### src/rtl/periferico_rx_fifo.sv
// periferico_rx_fifo: receive stage that completes a 4-phase send/ack handshake per word,
// stores each captured word in a small FIFO and offers it downstream over valid/ready
// with first-word fall-through. Ack is withheld while the FIFO is full.
module periferico_rx_fifo #(
    parameter int DATA_W = 4,
    parameter int DEPTH  = 4,
    parameter int ADDR_W = 2,
    parameter int CNT_W  = 8
) (
    input  logic              per_clock,
    input  logic              per_reset,
    input  logic              per_send,
    input  logic [DATA_W-1:0] in_per_dados,
    output logic              per_ack,
    output logic              out_valid,
    input  logic              out_ready,
    output logic [DATA_W-1:0] out_dados,
    output logic [ADDR_W:0]   fifo_count,
    output logic [CNT_W-1:0]  rx_total
);

    typedef enum logic {IDLE, ACK} state_t;

    localparam logic [ADDR_W-1:0] PTR_ONE   = 1;
    localparam logic [ADDR_W:0]   COUNT_ONE = 1;
    localparam logic [ADDR_W:0]   FULL_CNT  = (ADDR_W+1)'(DEPTH);
    localparam logic [CNT_W-1:0]  TOTAL_ONE = 1;

    state_t             state;
    state_t             state_next;
    logic               push;
    logic               pop;
    logic [ADDR_W-1:0]  wr_ptr;
    logic [ADDR_W-1:0]  rd_ptr;
    logic [DATA_W-1:0]  mem [DEPTH];

    // Handshake state register; reset wins over everything on the same edge
    always_ff @(posedge per_clock) begin
        if (per_reset) begin
            state <= IDLE;
        end else begin
            state <= state_next;
        end
    end

    // Next-state logic: capture once from IDLE when there is room, release ack when send drops
    always_comb begin
        state_next = state;
        push       = 1'b0;
        case (state)
            IDLE: begin
                if (per_send && (fifo_count < FULL_CNT)) begin
                    push       = 1'b1;
                    state_next = ACK;
                end
            end
            ACK: begin
                if (!per_send) begin
                    state_next = IDLE;
                end
            end
            default: state_next = IDLE;
        endcase
    end

    assign per_ack   = (state == ACK);
    assign out_valid = (fifo_count != '0);
    assign out_dados = mem[rd_ptr];
    assign pop       = out_valid && out_ready;

    // Storage array: written only on a capture, cleared on reset
    always_ff @(posedge per_clock) begin
        if (per_reset) begin
            for (int i = 0; i < DEPTH; i++) begin
                mem[i] <= '0;
            end
        end else if (push) begin
            mem[wr_ptr] <= in_per_dados;
        end
    end

    // Pointers, occupancy and received-word total; push and pop may coincide
    always_ff @(posedge per_clock) begin
        if (per_reset) begin
            wr_ptr     <= '0;
            rd_ptr     <= '0;
            fifo_count <= '0;
            rx_total   <= '0;
        end else begin
            if (push) begin
                wr_ptr   <= wr_ptr + PTR_ONE;
                rx_total <= rx_total + TOTAL_ONE;
            end
            if (pop) begin
                rd_ptr <= rd_ptr + PTR_ONE;
            end
            if (push && !pop) begin
                fifo_count <= fifo_count + COUNT_ONE;
            end else if (pop && !push) begin
                fifo_count <= fifo_count - COUNT_ONE;
            end
        end
    end

endmodule

### config.mk
export PLATFORM = sky130hd
export DESIGN_NAME = periferico_rx_fifo
export DESIGN_NICKNAME = d
export VERILOG_FILES = /design/src/rtl/periferico_rx_fifo.sv
export SDC_FILE = /design/constraint.sdc
export NUM_CORES = 1
export LEC_CHECK = 0
export ABC_AREA = 1
export CAP_MARGIN = 10
export CORE_ASPECT_RATIO = 1.25
export CORE_UTILIZATION = 45
export CTS_CLUSTER_SIZE = 25
export DETAILED_ROUTE_END_ITERATION = 10
export PLACE_DENSITY = 0.69
export SYNTH_ARGS = -nofsm -noshare
export SYNTH_HDL_FRONTEND = slang
export SYNTH_SLANG_ARGS = --single-unit
export TNS_END_PERCENT = 30
### constraint.sdc
create_clock -name per_clock -period 2.2 [get_ports per_clock]
set_input_delay 0.44 -clock per_clock [delete_from_list [all_inputs] [get_ports per_clock]]
set_output_delay 0.44 -clock per_clock [all_outputs]
set_load 0.005 [all_outputs]
==> run_results.csv, run 1 <==
group,metric,value,unit
sta,rsz0062_at_grt,"false",
global_routing,grt.total_usage,0.1898,
clock_tree,clock_latency,280,ps
sta,slew_headroom,0.7643,
global_routing,met2_usage,0.3630,
pwr,p_leak,0.0008436,uW
layout,nets,233,
floorplan,fp-row-count,23,
critical_path,worstPathRequired,1760,ps
sta,fin_setup_tns,0,ps
clock_tree,cts.clk_slew.worst_paths,60,ps
pwr,power.density,982.7,nW/um2
critical_path,crit_fanout,9,
layout,diodes,0,
critical_path,worstSetupEndpointType,"primary output",
drt,ant_nets,0,
place,io_buffers,24,
yosys,yosysUniqueCellTypes,18,
sta,slew_violations,0,
layout,drive_gt1_frac,0.09865,
clock_tree,post_cts_resized,0,
floorplan,coreArea,3281,um2
yosys,synth-seq-area-share,0.5355,
yosys,synth_warnings,0,
clock_tree,clockBufferDepth,2,
critical_path,path_buf_inv,2,
sta,worst_pin_slew,351.2,ps
clock_tree,cts_htree_levels,2,
sta,finalHoldViolCount,0,
drt,wirelength,3048,um
sta,period_share,0.9328,
global_routing,grt_pass1_wl,4843,um
sta,finalWorstSetupSlack,147.8,ps
floorplan,die_area,3731,um2
critical_path,slowest_stage,"clkdlybuf4s50_1",
sta,period_needed,2052,ps
critical_path,start_kind,"register",
global_routing,antenna_found_initial,0,
yosys,synth.avg_cell_area,8.352,um2
clock_tree,clock_sinks,34,
global_routing,grt_overflow_total,0,
global_routing,grt_use_met1,0.1600,
critical_path,max_stage_delay,530,ps
drt,dr_total_vias,1318,
layout,syn_to_final_growth,25.26,%
clock_tree,cts_hold_buf,0,
status,status,"finished clean",
clock_tree,post_cts_buffers,0,
place,gp_congestion,0.7517,
place,post-place-ws,31.34,ps
yosys,netlist_area,1570,um2
yosys,synth_nets,199,
drt,drc_errors,0,
drt,drt_first_pass_iters,4,
critical_path,arrival,1610,ps
critical_path,crit_chain,"inv_1, o21ai_0, o22ai_1, clkdlybuf4s50_1",
pwr,peakVddDrop,666.5,uV
critical_path,worst-setup-path-type,"register to primary output",
min_path,hp-class,"register to register",
floorplan,initial_utilization,0.4786,
sta,max_freq,487.3,MHz
drt,vias_per_cell,5.069,
drt,first_iter_violations,20,
yosys,synthesis.instances,188,
clock_tree,cts_tree,"done",
global_routing,grt_max_degree,12,
critical_path,reg2reg_depth,12,
global_routing,grt_pass1_vias,1261,
sta,setup_viol,0,
drt,wl_per_cell,11.72,um
global_routing,top_usage_layer,"met2",
min_path,worstHoldPathCells,1,
place,hpwl,2409,um
clock_tree,cts_root_buf,"clkbuf_8",
critical_path,path_delay_family,"buffers and inverters",
floorplan,die_w,54.84,um
floorplan,io_pins,25,
critical_path,path_depth,4,
run,cap_violations,0,
yosys,ys_seq_elements,34,
global_routing,grt_use_met3,0.05778,
clock_tree,cts_buffers,5,
floorplan,die_h,68.05,um
sta,fin_skew,2.398,ps
-- placed cells by master (no fill, tap or decap), types with 2 or more instances in the layout --
| master | netlist | final |
|---|---|---|
| nor2_1 | 41 | 41 |
| nand2_1 | 33 | 33 |
| inv_1 | 26 | 26 |
| clkdlybuf4s50_1 | 0 | 24 |
| dfxtp_1 | 18 | 17 |
| edfxtp_1 | 16 | 16 |
| o21ai_0 | 14 | 14 |
| nand3_1 | 13 | 13 |
| a21oi_1 | 7 | 7 |
| clkbuf_8 | 0 | 5 |
| buf_4 | 0 | 5 |
| o22ai_1 | 4 | 4 |
| nand2_2 | 4 | 4 |
| inv_2 | 2 | 2 |
| nand3_4 | 2 | 2 |
| ha_1 | 2 | 2 |
-- power by group --
group	total [uW]	internal [uW]	switching, uW	leakage [uW]
clock	419	217	202	0.0000426
combinational	650	314	337	0.000488
sequential	863	773	90.2	0.000313
-- routing by layer --
metal	up-vias	routed length, um
li1	671	-
met5	-	0
met3	6	110
met1	613	1130
met4	0	74
met2	28	1732
-- Yosys cell counts --
master    number  share of area
ha_1           2          0.016
inv_1         26          0.062
inv_2          2         0.0048
a21oi_1        7          0.022
buf_2          2         0.0064
fa_1           1          0.013
o21ai_0       14          0.045
o21ai_1        1         0.0032
o22ai_1        4          0.016
nand3_4        2          0.022
nor2_1        41          0.098
edfxtp_1      16           0.31
nor2_8         1          0.013
nor2_4         1         0.0072
nand2_2        4          0.016
dfxtp_1       18           0.23
nand3_1       13          0.041
nand2_1       33          0.079
-- sequential cells by signal (all words and copies together), names as in the netlist, named ones only --
signal      cells
per_ack         1
rx_total        8
fifo_count      3
rd_ptr          2
wr_ptr          2
mem            16
-- path summary, 6_finish.rpt --
kind | startpoint | to | slack [ps]
worst min register to register | fifo_count[2] | per_ack | 480
worst max register to register | fifo_count[0] | fifo_count[2] | 400
worst max-delay path | register | out_dados[3] | 150
worst min-delay path | fifo_count[2] | per_ack | 480
-- through the flow --
| stage | hold WS (ps) | power [uW] | instances | util | cell area (um2) |
|---|---|---|---|---|---|
| after floorplan | 459.4 | 1228 | 188 | - | 1570 |
| after global placement | 471.6 | 1492 | 252 | 0.5744 | 1884 |
| after detailed placement | 476.8 | 1530 | 252 | 0.5744 | 1884 |
| after CTS | 494.8 | 1951 | 260 | 0.5992 | 1966 |
| after global routing | 519.9 | 2066 | 260 | 0.5995 | 1967 |
| final | 484.9 | 1933 | 260 | 0.5995 | 1967 |
-- area by class of cell --
cell class	instances	area, um2
clock buffer	6	72.57
clock inverter	2	8.758
fill	287	1314
inverter	28	105.1
multi-input combinational	124	614.3
sequential	34	842.1
tap	37	46.29
timing repair buffer	29	277.8
-- cell families (layout without fill, tap and decap cells) --
logic type	after synthesis	count (layout)	synth area share
compound gates	26	26	0.08605
flops	34	34	0.5355
buf+inv	30	65	0.07331
fa+ha+maj	3	3	0.02868
simple gates	95	95	0.2765
Power figures use the tool's default switching activity.
==> run 2: changes to the inputs <==
Settings changed: CORE_UTILIZATION 45 to 41, PLACE_DENSITY 0.69 to 0.75, TNS_END_PERCENT 30 to default.
==> run_results.csv, run 2 (synthesis results as in run 1) <==
group,metric,value,unit
sta,fin_skew,3.862,ps
clock_tree,cts_hold_buf,0,
place,post-place-ws,24.13,ps
clock_tree,clock_sinks,34,
drt,wirelength,3105,um
drt,wl_per_cell,11.76,um
global_routing,top_usage_layer,"met2",
global_routing,grt_use_met3,0.04936,
clock_tree,post_cts_buffers,0,
floorplan,fp-row-count,24,
critical_path,worstSetupEndpointType,"primary output",
floorplan,io_pins,25,
floorplan,die_h,71.19,um
layout,reg_top3,"mem: 16 flops, rx_total: 8 flops, fifo_count: 3 flops",
global_routing,grt_pass1_wl,5533,um
layout,largest_register_ffs,16,
global_routing,grt_overflow_total,0,
global_routing,grt_pass1_vias,1290,
layout,most-common-layout-cells,"nor2_1 (41), nand2_1 (33), inv_1 (26)",
clock_tree,clockBufferDepth,2,
clock_tree,cts_tree,"done",
clock_tree,cts_root_buf,"clkbuf_8",
run,cap_violations,0,
global_routing,grt.total_usage,0.1804,
status,violations,"design-rule violations",
layout,top_register,"mem",
global_routing,antenna_found_initial,0,
layout,regArea,842.1,um2
layout,drive_gt1_frac,0.1067,
global_routing,grt_use_met1,0.2026,
place,io_buffers,24,
critical_path,worst-setup-path-type,"register to primary output",
sta,finalHoldViolCount,0,
sta,worst_pin_slew,364.3,ps
floorplan,coreArea,3573,um2
global_routing,grt_max_degree,11,
place,hpwl,2376,um
drt,drt_first_pass_iters,7,
sta,setup_viol,0,
sta,slew_violations,0,
floorplan,initial_utilization,0.4394,
critical_path,crit_fanout,9,
clock_tree,cts.clk_slew.worst_paths,60,ps
clock_tree,cts_buffers,5,
critical_path,worstPathRequired,1760,ps
clock_tree,cts_htree_levels,2,
layout,diodes,0,
drt,first_iter_violations,67,
sta,slew_headroom,0.7555,
floorplan,die_w,57.35,um
floorplan,die_area,4083,um2
pwr,power.density,978.3,nW/um2
drt,vias_per_cell,4.932,
sta,period_needed,2021,ps
layout,syn_to_final_growth,26.37,%
clock_tree,clock_latency,280,ps
critical_path,arrival,1580,ps
pwr,peakVddDrop,406.2,uV
sta,max_freq,494.7,MHz
clock_tree,post_cts_resized,0,
min_path,hp-class,"register to register",
sta,fin_setup_tns,0,ps
layout,multiInputGateArea,614.3,um2
layout,nets,235,
sta,period_share,0.9188,
critical_path,start_kind,"register",
layout,fillCellCount,340,
pwr,p_leak,0.0008537,uW
global_routing,met2_usage,0.3101,
status,status,"finished with violations",
sta,rsz0062_at_grt,"false",
sta,finalWorstSetupSlack,178.7,ps
drt,ant_nets,0,
drt,dr_total_vias,1302,
place,gp_congestion,0.7382,
layout,layout_commonest_cell,"nor2_1",
drt,drc_errors,1,
-- run 2: final timing paths --
path	slack (ps)	from	cells past startpoint	to
min	500	fifo_count[2]	1	per_ack
min reg2reg	500	fifo_count[2]	1	per_ack
max	180	register	4	out_dados[3]
max reg2reg	420	fifo_count[0]	12	fifo_count[2]
-- run 2: area by class of cell --
cell class                      instances  share of cell area
Clock buffer                            6             0.03657
Clock inverter                          2            0.004414
Inverter                               28             0.05296
Multi-Input combinational cell        124              0.3096
Sequential cell                        34              0.4243
Tap cell                               39             0.02459
Timing Repair Buffer                   31              0.1475
-- run 2: where the power goes --
part | total (uW) | internal, uW | switching [uW]
Combinational | 654 | 317 | 337
Clock | 424 | 217 | 207
Sequential | 864 | 773 | 91.1
-- run 2: per-stage QoR --
| stage | hold slack (ps) | instances | cell area, um2 | utilization | power (uW) |
|---|---|---|---|---|---|
| 3_5_place_dp | 487.9 | 256 | 1902 | 0.5322 | 1532 |
| 3_3_place_gp | 478.8 | 256 | 1902 | 0.5322 | 1511 |
| 5_1_grt | 536.3 | 264 | 1984 | 0.5553 | 2105 |
| 6_report | 499.8 | 264 | 1984 | 0.5553 | 1941 |
| 2_1_floorplan | 459.4 | 188 | 1570 | - | 1228 |
| 4_1_cts | 506.6 | 264 | 1983 | 0.5550 | 1958 |
-- run 2: critical path, stage by stage, from the launching register on --
cell,delay [ps]
dfxtp_2,360
inv_1,180
nor2_1,80
o22ai_1,170
clkdlybuf4s50_1,520
-- run 2: metal layers --
metal / routed length [um] / share of wire
met5: 0 / 0
met3: 140 / 0.045
met1: 1293 / 0.42
met2: 1620 / 0.52
met4: 51 / 0.016
